===== src/rtl/pipe_ctrl.sv =====
// rtl/pipe_ctrl.sv - pipeline stall/flush sequencer: load-use hazards, multi-cycle EX hold, flush pulses
module pipe_ctrl #(
  parameter int CNT_W   = 5,
  parameter int STALL_W = 6
) (
  input  logic               clk,
  input  logic               rst,
  input  logic               id_reg1_read_i,
  input  logic [4:0]         id_reg1_addr_i,
  input  logic               id_reg2_read_i,
  input  logic [4:0]         id_reg2_addr_i,
  input  logic               ex_is_load_i,
  input  logic               ex_wreg_i,
  input  logic [4:0]         ex_wd_i,
  input  logic               ex_multi_start_i,
  input  logic [CNT_W-1:0]   ex_multi_cycles_i,
  input  logic               flush_i,
  output logic [STALL_W-1:0] stall_o,
  output logic               flush_o,
  output logic               busy_o,
  output logic [31:0]        stall_cycles_o
);

  typedef enum logic [1:0] {
    IDLE  = 2'd0,
    MULTI = 2'd1,
    FLUSH = 2'd2
  } state_t;

  localparam logic [STALL_W-1:0] STALL_HZ    = STALL_W'(6'b000111);
  localparam logic [STALL_W-1:0] STALL_MULTI = STALL_W'(6'b001111);

  state_t             state, state_n;
  logic [CNT_W-1:0]   cnt, cnt_n;
  logic [STALL_W-1:0] stall_c;
  logic               hz;

  // r0 is hardwired zero, so a load targeting it can never be a real dependency
  assign hz = ex_is_load_i & ex_wreg_i & (ex_wd_i != 5'd0) &
              ((id_reg1_read_i & (id_reg1_addr_i == ex_wd_i)) |
               (id_reg2_read_i & (id_reg2_addr_i == ex_wd_i)));

  always_comb begin
    state_n = state;
    cnt_n   = cnt;
    stall_c = '0;
    if (flush_i) begin
      state_n = FLUSH;
      cnt_n   = '0;
    end else begin
      case (state)
        IDLE: begin
          if (ex_multi_start_i) begin
            if (ex_multi_cycles_i != '0) stall_c = STALL_MULTI;
            if (ex_multi_cycles_i > CNT_W'(1)) begin
              state_n = MULTI;
              cnt_n   = ex_multi_cycles_i - CNT_W'(1);
            end
          end else if (hz) begin
            stall_c = STALL_HZ;
          end
        end
        MULTI: begin
          stall_c = STALL_MULTI;
          if (cnt <= CNT_W'(1)) begin
            state_n = IDLE;
            cnt_n   = '0;
          end else begin
            cnt_n = cnt - CNT_W'(1);
          end
        end
        FLUSH: state_n = IDLE;
        default: state_n = IDLE;
      endcase
    end
  end

  // stall must drop the moment reset asserts, not at the next edge
  assign stall_o = rst ? stall_c : '0;
  assign busy_o  = (state != IDLE);

  always_ff @(posedge clk or negedge rst) begin
    if (!rst) begin
      state          <= IDLE;
      cnt            <= '0;
      flush_o        <= 1'b0;
      stall_cycles_o <= '0;
    end else begin
      state   <= state_n;
      cnt     <= cnt_n;
      flush_o <= flush_i;
      if (stall_o[0] && (stall_cycles_o != 32'hFFFF_FFFF))
        stall_cycles_o <= stall_cycles_o + 32'd1;
    end
  end

endmodule

===== config.mk =====
export PLATFORM = sky130hd
export DESIGN_NAME = pipe_ctrl
export DESIGN_NICKNAME = d
export VERILOG_FILES = /design/src/rtl/pipe_ctrl.sv
export SDC_FILE = /design/constraint.sdc
export NUM_CORES = 1
export LEC_CHECK = 0
export CORE_ASPECT_RATIO = 1.4
export CORE_MARGIN = 3
export CORE_UTILIZATION = 43
export DETAILED_ROUTE_END_ITERATION = 8
export MAX_ROUTING_LAYER = met4
export PLACE_DENSITY = 0.76
export SLEW_MARGIN = 20
export SYNTH_ARGS = -nofsm -noshare
export SYNTH_HDL_FRONTEND = slang
export SYNTH_SLANG_ARGS = --single-unit

===== constraint.sdc =====
create_clock -name clk -period 2.2 [get_ports clk]
set_input_delay 0.55 -clock clk [delete_from_list [all_inputs] [get_ports clk]]
set_output_delay 0.55 -clock clk [all_outputs]
set_load 0.01 [all_outputs]

# Word-level counts from Yosys, hierarchy flattened
# Cells that the tools add are included.
# W data, S select, Z words.
# op_classes
n_eq_ne	7
mux	16
addsub	3
order_cmp	2
bitwise	6
n_reduce_logical	8
# op_table
cell	count
$add A32 B1 Y32 const B	1
$ne A32 B32 Y1 const B	1
$mux W5	4
$mux W6	3
$pmux W6 S2	1
$eq A5 B5 Y1	2
$pmux W5 S2	1
$reduce_bool A5 Y1	2
$sub A5 B1 Y5 const B	2
$ne A3 B3 Y1 const B	3
$mux W2	4
$reduce_and A3 Y1	2
$and A1 B1 Y1	5
$gt A5 B1 Y1 const B	1
$le A5 B1 Y1 const B	1
$mux W4	1
$pmux W2 S2	1
$mux W3	1
$reduce_bool A3 Y1	1
$eq A2 B1 Y1 const B	1
$logic_not A2 Y1	1
$reduce_bool A2 Y1	1
$logic_and A1 B1 Y1	1
$or A1 B1 Y1	1
# word_totals
in_bits	28
regBits	40
out_inout_bits	40
word_cells	46

# Longest topological paths before layout
# Gate-level depths: netlist of run 1.
# depth
ltp_word	10
depth_mapped	9
ltp_nobuf	9

# Least setup slack after synthesis of run 1
# OpenSTA, ideal clock, no wires.
# synth_path
path_type	input-to-output
from	input port ex_wd_i[1]
to	output port stall_o[1]
setup_slack_ns	-0.092
cell_stages	6
path_buffers	1
arrival_ns	1.742
required_time_ns	1.650
cell_sequence	or4_1 -> nor2_2 -> nor4_2 -> a21oi_2 -> inv_1 -> buf_4
# synth_via
elab_chain_cells	9
word_cells_on_any_way	13
cone_classes	2 x eq/ne; 5 x mux; 5 x bitwise; 1 x reduce/logical
# synth_rtl
item	line	rtl
start, declared	14	input logic [4:0] ex_wd_i,
$eq A5 B5 Y1 (on tied branches)	40, 41	
$and A1 B1 Y1 (on tied branches)	40, 41	
$or A1 B1 Y1	40	((id_reg1_read_i & (id_reg1_addr_i == ex_wd_i)) |
$and A1 B1 Y1 *	39	assign hz = ex_is_load_i & ex_wreg_i & (ex_wd_i != 5'd0) &
$mux W3 *	59	end else if (hz) begin
$mux W6 *	53	if (ex_multi_start_i) begin
$pmux W6 S2 *	51	case (state)
$mux W6 *	47	if (flush_i) begin
$mux W6 *	79	assign stall_o = rst ? stall_c : '0;
end, declared	18	output logic [STALL_W-1:0] stall_o,
# Every way passes the cells marked *; elsewhere a longest branch is shown, timed or not.

# Worst setup path in the final report of run 1
# layout_path
from	input port ex_wd_i[4]
to	output port stall_o[1]
# The elaborated chain is that of the path after synthesis.

==> results by group, run 1 <==
Yosys
  – Post-synth EDFFs: 0
  – Synth Cell Area: about 2300 µm²
  – Mean Syn Cell Area: 10.2 µm²
  – Post-Synthesis Cells: roughly 230
  – Yosys top cell by area: dfrtp_1
  – Post-synth top area share: 0.429
  – Post-synthesis async set-or-reset flop share: 1.00
  – Synth area leaders: dfrtp_1 43%, xnor2_1 15%, ha_1 3.2%
  – Synthesis Warnings: 0
  – Post-synth cell types: 46
  – Flops & latches, synth: 40
  – Register area share after synthesis: 0.429
  – Main synth FF type: dfrtp_1

Drt
  – Drt total wl: just under 6 mm
  – Post-route ant nets: 0
  – First-iteration detailed-routing DRC count: 109
  – Via count: 2021
  – Drt pass-1 iters: 4
  – WL/cell: 15.0 µm
  – Routed vias/inst: ~5.2
  – Residual DRC: 0

Finish
  – NumNets Final: approximately 360
  – Share of cells above drive strength 1: 0.273
  – Most frequent cells in the layout: 39 x dfrtp_1, 36 x xnor2_1, 36 x clkdlybuf4s50_1
  – # diodes: 0
  – Most common cell after layout, fill and taps aside: dfrtp_1
  – Synth-to-Final Area Change: 51.8%

Power and ir drop
  – Clk pwr share: 0.325
  – Net switching power: between 0.5 and 0.6 mW
  – VDD IR max: 0.317 mV
  – Total power: about 1.9 mW
  – Sequential Power Share: 0.446
  – Internal Pwr Total: approximately 1.4 mW
  – Gate power share: 0.229
  – Lkg Pwr: between 1.5 and 2 nW
  – Pwr Density: roughly 540 nW/µm²
  – Switching Fraction: 0.277

Run status
  – Failing checks: negative setup slack
  – Status: complete, but fails checks

Placement
  – Final HPWL DP: 4.29 mm
  – I/O Buffers: 65
  – RD Place Congestion: a little under 0.9

GRT
  – Initial antenna violation count: 0
  – Pin count of the biggest net entering global routing: between 40 and 50
  – Vias in the first global route: approximately 2k
  – Overflow after GRT: 0
  – First-pass GRT wire length: approximately 9.4 mm
  – GRT Total Usage: 0.198

Setup path
  – Worst-path cell chain: buf_6, or4_4, nor2_4, nor4_2, a21oi_2, inv_2, buf_6
  – CP Max Fanout: 3
  – Worst Setup Path Type: primary input to primary output
  – Slowest CP cell: or4_4
  – Worst path arrival time: 1.69 ns
  – Worst path most repeated cell: buf_6
  – Critical Path RT: around 1.7 ns
  – Worst setup SP type: primary input
  – Worst setup EP type: primary output
  – Crit-path max cell delay: approximately 0.54 ns

Die
  – I/O pin cnt: just under 70
  – Die X: 68.3 µm
  – Die extent in y: just over 90 µm
  – FP Rows: 31
  – Die area: approximately 6400 µm²
  – Core area: 5200 µm²
  – Initial Util: 0.449

STA
  – Final hold violation count: 0
  – FMAX: around 450 MHz
  – Slew @ Worst Pin: 0.618 ns
  – RSZ-0062 raised after global routing: true
  – Setup_tns: -0.104 ns
  – Final min period: about 2.2 ns
  – Setup violations, final: 3
  – Final setup margin: -0.0350 ns
  – Clock Skew: between 0.01 and 0.015 ns
  – Max Slew Vio Count: 0
  – Fin crit share: 1.02
  – Rel. slew slack: 0.587

Clock tree
  – CTS Root Cell: clkbuf_8
  – Htree depth: 2
  – Worst skew pair latency: ~0.30 ns
  – CTS Hold Buffers Added: 0
  – CTS tree: done
  – Clock sink total: 40
  – Clock buffer count from CTS: 5
  – CTS Buffer Depth: 2
  – Clock-pin slew on the worst setup and hold paths: 0.09 ns

Flow run
  – Max Cap Viol: 0

Hold path
  – HP Class: primary input to async pin
==> flip-flops by register name, summed over array words and instances, names as in the netlist <==
register / cells
flush_o: 1
cnt: 5
state: 2
stall_cycles_o: 32
==> path summary, 6_finish.rpt <==
path | cells past startpoint | slack, ns | startpoint | to
min in group clk | 1 | 0.50 | stall_cycles_o[27]$_DFFE_PN0P_ | stall_cycles_o[27]$_DFFE_PN0P_
max in group asynchronous | 2 | 1.47 | rst | stall_cycles_o[1]$_DFFE_PN0P_
worst min register to register | 1 | 0.50 | stall_cycles_o[27]$_DFFE_PN0P_ | stall_cycles_o[27]$_DFFE_PN0P_
worst max register to register | 9 | 0.03 | stall_cycles_o[10]$_DFFE_PN0P_ | stall_cycles_o[1]$_DFFE_PN0P_
worst min-delay path | 2 | 0.35 | rst | stall_cycles_o[31]$_DFFE_PN0P_
worst max-delay path | 7 | -0.04 | ex_wd_i[4] | stall_o[1]
==> synth_stat cells, types with 2 or more instances <==
cell type,instances
o21ai_1,5
o32a_1,2
o21ai_0,3
nor2_2,2
a31oi_1,2
ha_1,6
buf_6,2
nand4_1,12
dfrtp_1,40
nand2_1,18
xor2_1,3
nor3_4,3
nor4_2,2
nor2_1,13
a21oi_1,3
nor3_1,5
nand3_1,11
xnor2_1,41
and4_1,3
nand3_2,7
inv_1,11
and3_1,7
buf_4,4
==> critical path: cells and delay by family <==
kind | cells | cell delay (ns)
buffers and inverters | 3 | 0.29
AND/OR/NAND/NOR | 3 | 0.69
AO/OA/AOI/OAI | 1 | 0.15
==> cells by family (layout without fill, tap and decap cells) <==
| kind of cell | after synthesis | count (layout) | share of synthesized area |
|---|---|---|---|
| AOI/OAI and AO/OA | 25 | 25 | 0.0745 |
| xor gates and xnor gates | 44 | 44 | 0.165 |
| adders and majority gates | 6 | 6 | 0.0322 |
| buffers and inverters | 19 | 116 | 0.0439 |
| DFF | 40 | 40 | 0.429 |
| muxes | 1 | 1 | 0.00482 |
| other | 1 | 2 | 0.00161 |
| and+or+nand+nor | 92 | 92 | 0.249 |
==> cell type report <==
type,count,area [µm²]
Fill cell,416,1650
Multi-Input combinational cell,170,1380
Sequential cell,40,1000
Timing Repair Buffer,97,925
Tap cell,66,82.6
Clock buffer,5,68.8
Clock inverter,3,46.3
Inverter,11,41.3
==> metal layers <==
metal	GRT usage	vias to the layer above	share of wire
li1	-	987	-
met1	0.218	980	0.38
met2	0.360	45	0.58
met3	0.0288	9	0.031
met4	0.0547	0	0.016
met5	-	-	0
==> stage by stage <==
step | cells | hold WS, ns | setup slack [ns] | instance area, µm² | util
global placement | 375 | 0.476 | -0.763 | 3190 | 0.615
CTS | 388 | 0.365 | -0.0419 | 3430 | 0.660
detailed placement | 375 | 0.483 | -0.760 | 3190 | 0.615
global route | 392 | 0.396 | -0.111 | 3540 | 0.682
floorplan | 229 | 0.254 | -0.0644 | 2350 | -
finish | 392 | 0.352 | -0.0350 | 3540 | 0.682
==> power groups by stage <==
stage	clock [mW]	combinational, mW	sequential [mW]
6_report	0.617	0.436	0.848
4_1_cts	0.631	0.394	0.846
3_5_place_dp	0	0.382	0.860
5_1_grt	0.661	0.480	0.856
2_1_floorplan	0	0.149	0.864
3_3_place_gp	0	0.372	0.856
==> repair_timing <==
item,in CTS,in global routing
cloned,2,0
pin swaps,26,13
setup buffers,4,6
gates resized for setup,61,27
setup endpoints to repair,33,15
Note: power is estimated with default switching activity, not from simulation.
==> run 2: changes to the inputs <==
CAP_MARGIN = 10   (was unset)
==> results of run 2 <==
Same layout as run 1: the final DEF is identical, and so are final timing and power.
